--- config.mk ---
export PLATFORM = sky130hd
export DESIGN_NAME = bpm_uart_reporter
export DESIGN_NICKNAME = d
export VERILOG_FILES = /design/src/rtl/bpm_uart_pkg.sv /design/src/rtl/uart_tx_byte.sv /design/src/rtl/bpm_uart_reporter.sv
export SDC_FILE = /design/constraint.sdc
export NUM_CORES = 1
export LEC_CHECK = 0
export CORE_MARGIN = 1.5
export CORE_UTILIZATION = 52
export DETAILED_ROUTE_END_ITERATION = 10
export GPL_TIMING_DRIVEN = 0
export PLACE_DENSITY_LB_ADDON = 0.12
export SLEW_MARGIN = 20
export SYNTH_ARGS = -nofsm -noshare
export SYNTH_HDL_FRONTEND = slang
export SYNTH_SLANG_ARGS = --single-unit
--- constraint.sdc ---
create_clock -name clk -period 3.27 [get_ports clk]
set_clock_uncertainty 0.2 [all_clocks]
set_input_delay 0.654 -clock clk [delete_from_list [all_inputs] [get_ports clk]]
set_output_delay 0.654 -clock clk [all_outputs]
set_load 0.05 [all_outputs]
--- src/rtl/bpm_uart_pkg.sv ---
// Shared definitions for the BPM UART reporter.
//   state_t     : controller/serializer state encoding (IDLE, CONV, START, DATA, STOP)
//   ASCII_*     : character codes used to build a "ddd\r\n" line
//   FRAME_CHARS : number of characters in one line
package bpm_uart_pkg;

  typedef enum logic [2:0] {
    IDLE  = 3'd0,
    CONV  = 3'd1,
    START = 3'd2,
    DATA  = 3'd3,
    STOP  = 3'd4
  } state_t;

  localparam logic [7:0] ASCII_ZERO = 8'h30;
  localparam logic [7:0] ASCII_CR   = 8'h0D;
  localparam logic [7:0] ASCII_LF   = 8'h0A;

  localparam int FRAME_CHARS = 5;

endpackage

--- src/rtl/uart_tx_byte.sv ---
// 8N1 byte serializer.
//   clk   : system clock, rising edge
//   rst   : asynchronous active-high reset (line returns idle-high at once)
//   start : load data and begin a character; accepted when idle or in the
//           last cycle of a stop bit, so characters can run back to back
//   data  : byte to send, LSB first
//   tx    : registered serial output, idle high
//   done  : high during the last cycle of the stop bit
module uart_tx_byte #(
  parameter int CLKS_PER_BIT = 868
) (
  input  logic       clk,
  input  logic       rst,
  input  logic       start,
  input  logic [7:0] data,
  output logic       tx,
  output logic       done
);
  import bpm_uart_pkg::*;

  localparam int CW = (CLKS_PER_BIT > 1) ? $clog2(CLKS_PER_BIT) : 1;

  state_t          phase, phase_n;
  logic [CW-1:0]   baud_cnt, baud_n;
  logic [3:0]      bit_idx, bit_n;
  logic [7:0]      shreg, shreg_n;
  logic            tx_q, tx_n;
  logic            bit_end;

  assign bit_end = (baud_cnt == CW'(CLKS_PER_BIT - 1));
  assign done    = (phase == STOP) && bit_end;
  assign tx      = tx_q;

  always_ff @(posedge clk or posedge rst) begin
    if (rst) begin
      phase    <= IDLE;
      baud_cnt <= '0;
      bit_idx  <= '0;
      shreg    <= '0;
      tx_q     <= 1'b1;
    end else begin
      phase    <= phase_n;
      baud_cnt <= baud_n;
      bit_idx  <= bit_n;
      shreg    <= shreg_n;
      tx_q     <= tx_n;
    end
  end

  // tx_n is always the level of the bit that starts at the next edge, so
  // the line is driven straight from a flop and cannot glitch.
  always_comb begin
    phase_n = phase;
    baud_n  = baud_cnt;
    bit_n   = bit_idx;
    shreg_n = shreg;
    tx_n    = tx_q;
    if (start && (phase == IDLE || done)) begin
      phase_n = START;
      baud_n  = '0;
      bit_n   = '0;
      shreg_n = data;
      tx_n    = 1'b0;
    end else if (phase != IDLE) begin
      if (!bit_end) begin
        baud_n = baud_cnt + 1'b1;
      end else begin
        baud_n = '0;
        case (phase)
          START: begin
            phase_n = DATA;
            tx_n    = shreg[0];
            shreg_n = {1'b0, shreg[7:1]};
          end
          DATA: begin
            if (bit_idx == 4'd7) begin
              phase_n = STOP;
              tx_n    = 1'b1;
            end else begin
              bit_n   = bit_idx + 4'd1;
              tx_n    = shreg[0];
              shreg_n = {1'b0, shreg[7:1]};
            end
          end
          default: begin
            phase_n = IDLE;
            tx_n    = 1'b1;
          end
        endcase
      end
    end
  end

endmodule

--- src/rtl/bpm_uart_reporter.sv ---
// Captures a BPM value from the calculator, converts it to three ASCII
// decimal digits and sends "ddd\r\n" as 8N1 UART characters.
//   clk        : system clock, rising edge
//   rst        : asynchronous active-high reset
//   en         : allows capture of new values (a line in flight always completes)
//   bpm_value  : unsigned BPM, 0..255
//   bpm_valid  : level request, held by the calculator until bpm_copied
//   bpm_copied : one-cycle capture acknowledge
//   uart_tx    : serial line, idle high
//   busy       : high while a value is being converted or transmitted
//   frame_done : one-cycle pulse after the final LF stop bit
module bpm_uart_reporter #(
  parameter int CLK_FREQ     = 100_000_000,
  parameter int BAUD         = 115200,
  parameter int CLKS_PER_BIT = CLK_FREQ / BAUD
) (
  input  logic       clk,
  input  logic       rst,
  input  logic       en,
  input  logic [7:0] bpm_value,
  input  logic       bpm_valid,
  output logic       bpm_copied,
  output logic       uart_tx,
  output logic       busy,
  output logic       frame_done
);
  import bpm_uart_pkg::*;

  if (CLKS_PER_BIT < 2) begin : g_bad_baud
    $error("bpm_uart_reporter: CLKS_PER_BIT must be at least 2");
  end

  localparam logic [2:0] LAST_IDX = 3'(FRAME_CHARS - 1);

  state_t      state, state_n;
  logic [7:0]  rem, rem_n;
  logic [1:0]  hund, hund_n;
  logic [3:0]  tens, tens_n;
  logic [3:0]  ones, ones_n;
  logic [2:0]  char_idx, idx_n;
  logic        copied_q, copied_n;
  logic        fdone_q, fdone_n;
  logic        tx_start, tx_done;
  logic [7:0]  tx_data;

  function automatic logic [7:0] char_at(input logic [2:0] idx, input logic [1:0] h,
                                         input logic [3:0] t, input logic [3:0] o);
    case (idx)
      3'd0:    return ASCII_ZERO + {6'd0, h};
      3'd1:    return ASCII_ZERO + {4'd0, t};
      3'd2:    return ASCII_ZERO + {4'd0, o};
      3'd3:    return ASCII_CR;
      default: return ASCII_LF;
    endcase
  endfunction

  always_ff @(posedge clk or posedge rst) begin
    if (rst) begin
      state    <= IDLE;
      rem      <= '0;
      hund     <= '0;
      tens     <= '0;
      ones     <= '0;
      char_idx <= '0;
      copied_q <= 1'b0;
      fdone_q  <= 1'b0;
    end else begin
      state    <= state_n;
      rem      <= rem_n;
      hund     <= hund_n;
      tens     <= tens_n;
      ones     <= ones_n;
      char_idx <= idx_n;
      copied_q <= copied_n;
      fdone_q  <= fdone_n;
    end
  end

  // The controller sits in START for the whole line; the per-character
  // START/DATA/STOP bit phases are tracked inside the serializer.
  always_comb begin
    state_n  = state;
    rem_n    = rem;
    hund_n   = hund;
    tens_n   = tens;
    ones_n   = ones;
    idx_n    = char_idx;
    copied_n = 1'b0;
    fdone_n  = 1'b0;
    tx_start = 1'b0;
    case (state)
      IDLE: begin
        if (en && bpm_valid) begin
          rem_n    = bpm_value;
          hund_n   = '0;
          tens_n   = '0;
          copied_n = 1'b1;
          state_n  = CONV;
        end
      end
      CONV: begin
        // Repeated subtraction: one hundred or one ten removed per cycle.
        if (rem >= 8'd100) begin
          rem_n  = rem - 8'd100;
          hund_n = hund + 2'd1;
        end else if (rem >= 8'd10) begin
          rem_n  = rem - 8'd10;
          tens_n = tens + 4'd1;
        end else begin
          ones_n   = rem[3:0];
          idx_n    = '0;
          tx_start = 1'b1;
          state_n  = START;
        end
      end
      default: begin
        if (tx_done) begin
          if (char_idx == LAST_IDX) begin
            state_n = IDLE;
            fdone_n = 1'b1;
          end else begin
            idx_n    = char_idx + 3'd1;
            tx_start = 1'b1;
          end
        end
      end
    endcase
  end

  // The hundreds digit is final in the last CONV cycle and the ones digit is
  // registered well before character 2 is loaded, so select on idx_n.
  assign tx_data = char_at(idx_n, hund, tens, ones);

  uart_tx_byte #(.CLKS_PER_BIT(CLKS_PER_BIT)) u_tx (
    .clk   (clk),
    .rst   (rst),
    .start (tx_start),
    .data  (tx_data),
    .tx    (uart_tx),
    .done  (tx_done)
  );

  assign busy       = (state != IDLE);
  assign bpm_copied = copied_q;
  assign frame_done = fdone_q;

endmodule

==> impl_metrics.toml, run 1 <==
[status]
status = "finished, final reports clean"

[finish]
diodes = 0
drive_gt1_share_pct = 11.6
syn2layout_area_growth_pct = 12.9
design_area_sq_um = 3230
layout.nets = 348

[die]
core_area_sq_um = 5200
start_util_pct = 55.0
io_pins = 16
dieArea_sq_um = 5950
die_y_um = 77.2
die_x_um = 77.2
row_count = 26

[synth]
ys_seq_area_share_pct = 42.9
syn_area_sq_um = 2860
synth_cell_types = 57
ys.flop_type = "dfrtp_1"
ys.warnings.count = 0
synth.ff_latch_count = 49
synth_edf_count = 0
syn_inst = 303
syn_nets = 325
synth.avg_cell_area_sq_um = 9.44
async_flop_share_pct = 100

[clock_tree]
clk_pin_slew_ns = 0.09
cts_root_buffer = "clkbuf_8"
clkLatencyLatePin_ns = 0.31
cts_made_buffers = 5
hold_buffers = 0
cts-htree-levels = 2
ctsResizeCount = 0
postCtsSetupBuffers = 0
cts_tree = "yes"
cts_sinks = 49
max-clock-path-buffers = 2

[place]
place_congestion = 0.833
dp_hpwl_um = 4290
postPlaceCellArea_sq_um = 3120
port_buffers = 15

[power]
p_sw_share_pct = 40.6
ir_drop_mv = 0.405
combPwrFrac_pct = 41.7
clkPwrFrac_pct = 18.4
p_int_w = 0.00144
p_leak_nw = 1.36
power_density_nw_per_um2 = 750
p_sw_w = 0.000982
pwr-share-seq_pct = 40.0

[drt]
avgViaCountPerCell = 5.75
drc = 0
drtIter0Drc = 127
dr.pass1.iters = 4
avgRoutedWirePerCell_um = 14.6
vias = 2282
wirelength_um = 5800
ant_nets = 0

[timing]
fmax_ghz = 0.340
hold_slack_ns = 0.284
finalSetupTns_ns = 0
maxSlewViolCount = 0
hold_viol = 0
post-route-period-util_pct = 89.9
fin_crit_ns = 2.94
rsz0062_at_grt = "no"
relSlewSlack_pct = 62.1
worst_pin_slew_ns = 0.567
final-setup-viol-count = 0

[grt]
grt_start_max_net_pins = 26
grt_usage_pct = 21.4
antenna_found_initial = 0
grt_overflow_total = 0
first_global_vias = 2202
grt_pass1_wl_um = 10300

[run]
drv_cap = 0

[min_path]
min_path_type = "reg2reg"
hold_path_end = "u_tx.shreg[5]"
hold_start = "u_tx.shreg[5]"
holdPathStages = 1

[worst_setup_path]
cp-start-kind = "flop"
worstPathArrival_ns = 2.94
cp_max_fo = 7
r2r_end = "u_tx.shreg[1]"
cp_data_required_time_ns = 3.27
cp-end-kind = "flop"
r2r.worst_path.cells = 9
path_class = "reg2reg"
reg2reg_from = "rem[2]"
r2r_slack_ns = 0.33
[cell usage after synthesis (all sizes together), types with 3 or more instances]
library cell | n | area [sq um]
a211oi | 4 | 30.0
a21o | 3 | 22.5
a21oi | 20 | 111
a22o | 3 | 26.3
a31oi | 3 | 18.8
and3 | 3 | 23.8
buf | 6 | 48.8
clkbuf | 8 | 30.0
dfrtp | 48 | 1200
ha | 10 | 125
inv | 16 | 60.1
mux2 | 6 | 67.6
mux2i | 4 | 40.0
nand2 | 26 | 97.6
nand2b | 4 | 27.5
nand3 | 9 | 45.0
nand4 | 6 | 43.8
nor2 | 28 | 108
nor3 | 10 | 55.1
o21ai | 33 | 173
o22a | 4 | 35.0
or3 | 7 | 43.8
xnor2 | 3 | 26.3
xor2 | 6 | 52.6
[critical path, stage by stage (launching register included)]
cell       delay (ns)
dfrtp_1          0.47
inv_1            0.11
ha_1             0.27
a2111oi_4        0.42
and3_4           0.29
a21oi_4          0.05
a2111o_1         0.50
nor2_2           0.21
o221ai_2         0.11
a22o_1           0.21
[cell type report]
cell class	instances	area, sq um
Fill cell	462	1970
Multi-Input combinational cell	224	1490
Sequential cell	49	1230
Timing Repair Buffer	16	170
Tap cell	70	87.6
Buffer	14	78.8
Clock buffer	5	68.8
Inverter	16	60.1
Clock inverter	3	43.8
[routing by layer]
layer / routed length, um / track usage [%] / share of wire (%)
met4: 70 / 7.45 / 1.2
met1: 2740 / 27.6 / 47
met3: 182 / 3.93 / 3.1
met2: 2810 / 36.0 / 48
met5: 0 / 0 / 0
[stage by stage]
step	setup slack, ns	instances	util [%]	power, W
after detailed placement	0.352	389	59.9	0.00199
after CTS	0.322	397	62.1	0.00244
after global placement	0.231	388	59.5	0.00196
after floorplan	0.637	303	-	0.00174
after global routing	0.168	397	62.1	0.00262
final	0.331	397	62.1	0.00242
[flip-flops by register name, indices dropped and copies added, names as in the netlist]
name,count
u_tx.bit_idx,4
bpm_copied,1
u_tx.shreg,6
hund,2
char_idx,3
u_tx.tx,1
state,2
u_tx.baud_cnt,10
frame_done,1
tens,4
rem,8
ones,4
u_tx.phase,3
[worst max-delay path by stage]
stage / end / cells past startpoint / slack (ns) / from
6_report: u_tx.shreg[1] / 9 / 0.33 / rem[2]
5_1_grt: u_tx.shreg[0] / 9 / 0.17 / rem[2]
4_1_cts: u_tx.shreg[1] / 9 / 0.32 / rem[2]
3_5_place_dp: u_tx.shreg[1] / 9 / 0.35 / rem[2]
3_3_place_gp: tens[2] / 2 / 0.23 / rst
2_1_floorplan: u_tx.shreg[1] / 9 / 0.64 / rem[2]
[cells by family after synthesis]
| family | synth area share (%) |
|---|---|
| simple gates | 18.5 |
| compound gates | 22.8 |
| flops | 42.9 |
| buf+inv | 4.86 |
| mux | 3.76 |
| fa+ha+maj | 4.37 |
| xor+xnor | 2.76 |
[power groups by stage]
stage          clock (W)  combinational (W)  sequential, W
4_1_cts         0.000454            0.00102       0.000967
6_report        0.000445            0.00101       0.000968
3_3_place_gp           0           0.000985       0.000976
2_1_floorplan          0           0.000782       0.000959
3_5_place_dp           0            0.00101       0.000978
5_1_grt         0.000478            0.00114        0.00100
[placed cells by master (no fill, tap or decap), types with 3 or more instances in the layout]
cell type        netlist  layout
mux2_2                 6       6
nor3_1                 9       9
ha_1                  10      10
clkdlybuf4s50_1        0      15
clkbuf_1               8       8
a21o_1                 3       3
inv_1                 16      15
a22o_1                 3       3
nand3_1                9       9
o21ai_0               29      29
dfrtp_1               48      48
xnor2_1                3       3
nand2_1               26      26
a211oi_1               4       4
nand4_1                5       5
or3_1                  7       7
o22a_1                 4       4
xor2_1                 6       6
a31oi_1                3       3
a21oi_1               19      19
nand2b_1               3       3
buf_6                  3       3
mux2i_1                4       4
buf_2                  3       3
nor2_1                27      27
clkbuf_8               0       5
Power figures use the tool's default switching activity.
==> run 2, diff against run 1 <==
Settings changed: ABC_CLOCK_PERIOD_IN_PS set to 3270, MAX_ROUTING_LAYER set to met4.
==> run 2 against run 1 <==
Worst setup slack gained 0.0049 ns. Wire length grew 0.17%. Final area is the same. Clock power is essentially flat. Cell count is the same. Non-clock buffer count is the same. Combinational power is essentially flat. Sequential power is essentially flat. First-iteration DRC count shrank 7.1%. Register-to-register slack is essentially flat. Critical path type unchanged.
==> impl_metrics.toml, run 2 (synthesis results as in run 1) <==
[clock_tree]
clk_pin_slew_ns = 0.09
cts_tree = "yes"
cts_made_buffers = 5
cts-htree-levels = 2
cts_sinks = 49
cts_root_buffer = "clkbuf_8"
postCtsSetupBuffers = 0
clkLatencyLatePin_ns = 0.31
ctsResizeCount = 0
max-clock-path-buffers = 2
hold_buffers = 0

[timing]
fmax_ghz = 0.341
final-setup-viol-count = 0
worst_pin_slew_ns = 0.570
maxSlewViolCount = 0
post-route-period-util_pct = 89.7
hold_slack_ns = 0.284
relSlewSlack_pct = 62.0
finalSetupTns_ns = 0
rsz0062_at_grt = "no"
hold_viol = 0
setup_ws_ns = 0.335
fin_crit_ns = 2.93

[die]
start_util_pct = 55.0
io_pins = 16
core_area_sq_um = 5200
row_count = 26
die_y_um = 77.2
die_x_um = 77.2
dieArea_sq_um = 5950

[drt]
avgViaCountPerCell = 5.77
avgRoutedWirePerCell_um = 14.6
dr.pass1.iters = 5
wirelength_um = 5810
ant_nets = 0
drc = 0
drtIter0Drc = 118
vias = 2289

[grt]
grt_start_max_net_pins = 26
grt_usage_pct = 22.0
grt_pass1_wl_um = 10200
antenna_found_initial = 0
grt_overflow_total = 0
first_global_vias = 2202

[worst_setup_path]
path_delay_family = "compound AO/OA/AOI/OAI gates"
r2r.worst_path.cells = 9
cp_max_fo = 7
worstSetupStartpoint = "rem[2]"
cpMaxStageDelayCell = "a2111o_1"
path_class = "reg2reg"
crit_path_end = "u_tx.shreg[1]"
cp-end-kind = "flop"
r2r_end = "u_tx.shreg[1]"
crit_buf_inv = 1
worstPathArrival_ns = 2.93
path_depth = 9
reg2reg_from = "rem[2]"
cp-start-kind = "flop"
cpPeakStageDelay_ns = 0.50
cp_data_required_time_ns = 3.27
worstPathCellList = "inv_1 -> ha_1 -> a2111oi_4 -> and3_4 -> a21oi_4 -> a2111o_1 -> nor2_2 -> o221ai_2 -> a22o_1"
r2r_slack_ns = 0.34

[finish]
final_common_cell = "dfrtp_1"
drive_gt1_share_pct = 11.6
design_area_sq_um = 3230
largest_register = "u_tx.baud_cnt"
diodes = 0
top_regs = "u_tx.baud_cnt (10), rem (8), u_tx.shreg (6)"
syn2layout_area_growth_pct = 12.9
final_cell_mix = "48 x dfrtp_1, 29 x o21ai_0, 27 x nor2_1, 26 x nand2_1, 19 x a21oi_1"
seqCellArea_sq_um = 1230
multi_input_area_sq_um = 1490
fillCellCount = 462
largest_reg_flops = 10
layout.nets = 348

[place]
place_congestion = 0.845
port_buffers = 15
dp_hpwl_um = 4290
dp_slack_ns = 0.352
postPlaceCellArea_sq_um = 3120

[min_path]
hold_start = "u_tx.shreg[5]"
min_path_type = "reg2reg"

[power]
power.total_w = 0.00243
p_leak_nw = 1.36
ir_drop_mv = 0.403
power_density_nw_per_um2 = 751

[run]
drv_cap = 0

[status]
status = "finished, final reports clean"
-- run 2: cell type report --
cell class	count	share of cell area, %
multi-input cells	224	46.2
flip-flops and latches	49	38.0
repair buffers	16	5.27
well taps	70	2.71
plain buffers	14	2.44
clock buffers	5	2.13
inverters	16	1.86
clock inverters	3	1.36
-- run 2: layer usage --
metal | vias up | part of all wire, % | wire length (um) | global-route usage, %
li1 | 1148 | - | - | -
met1 | 1100 | 48 | 2780 | 27.6
met2 | 33 | 48 | 2800 | 36.0
met3 | 8 | 2.8 | 161 | 3.93
met4 | 0 | 1.2 | 70 | 7.45
met5 | - | 0 | 0 | -
-- run 2: power breakdown --
group	internal (W)	switching [W]	total (W)
logic	0.000414	0.000597	0.00101
registers	0.000796	0.000172	0.000968
clock network	0.000230	0.000217	0.000447
-- run 2: worst min-delay path by stage --
stage | end | cells past startpoint
global placement | u_tx.shreg[5] | 1
global route | u_tx.shreg[3] | 1
detailed placement | u_tx.shreg[3] | 1
CTS | u_tx.shreg[5] | 1
floorplan | u_tx.shreg[0] | 2
finish | u_tx.shreg[5] | 1
-- run 2: through the flow --
stage,util (%),std cells
global placement,59.5,388
CTS,62.1,397
detailed placement,59.9,389
finish,62.1,397
floorplan,-,303
global route,62.1,397
==> run 3, diff against run 2 <==
Settings changed: CORE_MARGIN 1.5 to 2.
==> run 3 against run 2 <==
Sequential cell count unchanged. Fmax is 0.29% higher. Cell count grew 0.50%. Register-to-register slack better by 0.03 ns. Sequential share of layout area rose by 0.18 points. Clock power is 15% lower. Sequential power about the same. Final area fell by 0.46%. Critical path type is now reg2out. Largest power group unchanged.
==> impl_metrics.toml, run 3 (synthesis results as in run 1) <==
[power]
power.total_w = 0.00236
ir_drop_mv = 0.415
power_density_nw_per_um2 = 733
p_leak_nw = 1.34
pwr-share-seq_pct = 41.0
p_sw_share_pct = 42.1
p_int_w = 0.00137
clkPwrFrac_pct = 16.1
p_sw_w = 0.000992
combPwrFrac_pct = 42.9

[worst_setup_path]
path_delay_family = "buffers and inverters"
path_class = "reg2out"
r2r_end = "u_tx.shreg[1]"
r2r_slack_ns = 0.37
cpPeakStageDelay_ns = 0.80
r2r.worst_path.cells = 9
crit_buf_inv = 2
worstPathArrival_ns = 2.07
cp-start-kind = "flop"
cp_max_fo = 10
cp_data_required_time_ns = 2.42
cpMaxStageDelayCell = "clkdlybuf4s50_1"
cp-end-kind = "output port"
reg2reg_from = "rem[2]"
worstPathCellList = "clkbuf_1 -> or2_2 -> clkdlybuf4s50_1"

[clock_tree]
cts_sinks = 49
cts_root_buffer = "clkbuf_8"
ctsResizeCount = 0
clk_pin_slew_ns = 0.10
max-clock-path-buffers = 2
cts-htree-levels = 2
cts_tree = "yes"
postCtsSetupBuffers = 0
cts_made_buffers = 5
clkLatencyLatePin_ns = 0.30
hold_buffers = 0

[timing]
fmax_ghz = 0.342
rsz0062_at_grt = "no"
hold_slack_ns = 0.290
finalSetupTns_ns = 0
fin_crit_ns = 2.93
maxSlewViolCount = 0
hold_viol = 0
post-route-period-util_pct = 89.5
relSlewSlack_pct = 66.9
worst_pin_slew_ns = 0.494
final-setup-viol-count = 0

[drt]
avgViaCountPerCell = 5.66
avgRoutedWirePerCell_um = 14.3
vias = 2259
dr.pass1.iters = 5
ant_nets = 0
drtIter0Drc = 108
drc = 0
wirelength_um = 5720

[finish]
diodes = 0
layout.nets = 348
top_regs = "u_tx.baud_cnt (10), rem (8), u_tx.shreg (6)"
final_common_cell = "dfrtp_1"
final_util_pct = 59.5
largest_reg_flops = 10
final_cell_mix = "48 x dfrtp_1, 29 x o21ai_0, 27 x nor2_1, 26 x nand2_1, 19 x a21oi_1"
layout.cells.non_filler = 399
largest_register = "u_tx.baud_cnt"
syn2layout_area_growth_pct = 12.4
drive_gt1_share_pct = 11.6

[grt]
grt_start_max_net_pins = 30
grt_usage_pct = 21.6
first_global_vias = 2197
grt_overflow_total = 0
grt_pass1_wl_um = 10400
antenna_found_initial = 0

[die]
core_area_sq_um = 5410
dieArea_sq_um = 6110
io_pins = 16
die_y_um = 78.2
die_x_um = 78.2
row_count = 27
start_util_pct = 52.9

[run]
drv_cap = 0

[place]
dp_cells = 391
place_congestion = 0.800
dp_hpwl_um = 4300
port_buffers = 15

[min_path]
min_path_type = "reg2reg"
hold_start = "u_tx.shreg[5]"
hold_path_end = "u_tx.shreg[5]"
holdPathStages = 1

[status]
status = "finished, final reports clean"
-- run 3: metrics by stage --
step | cell area [sq um] | worst slack [ns]
after CTS | 3220 | 0.341
after detailed placement | 3120 | 0.383
final | 3220 | 0.344
after floorplan | 2860 | 0.637
after global placement | 3100 | 0.227
after global routing | 3220 | 0.188
-- run 3: cell type report --
class | instances | area, sq um
Fill cell | 512 | 2190
Multi-Input combinational cell | 224 | 1490
Sequential cell | 49 | 1230
Timing Repair Buffer | 16 | 170
Tap cell | 72 | 90.1
Buffer | 14 | 78.8
Clock buffer | 5 | 68.8
Inverter | 16 | 60.1
Clock inverter | 3 | 26.3
-- run 3: worst max path at each step --
stage	startpoint	to	slack (ns)	cells after the start
CTS	state[1]	busy	0.34	3
detailed placement	rem[2]	u_tx.shreg[1]	0.38	9
finish	state[1]	busy	0.34	3
global route	rem[2]	u_tx.shreg[0]	0.19	9
floorplan	rem[2]	u_tx.shreg[1]	0.64	9
global placement	rst	tens[2]	0.23	2
-- run 3: power groups by stage --
stage | clock [W] | combinational [W] | sequential, W
3_3_place_gp | 0 | 0.000987 | 0.000977
5_1_grt | 0.000421 | 0.00114 | 0.00100
2_1_floorplan | 0 | 0.000782 | 0.000959
4_1_cts | 0.000391 | 0.00102 | 0.000970
3_5_place_dp | 0 | 0.00101 | 0.000980
6_report | 0.000379 | 0.00101 | 0.000968
-- run 3: layer usage --
metal  wire length, um  GRT usage, %
met5                 0             -
met4                48          5.09
met3               147          3.56
met2              2830          34.8
met1              2700          28.8
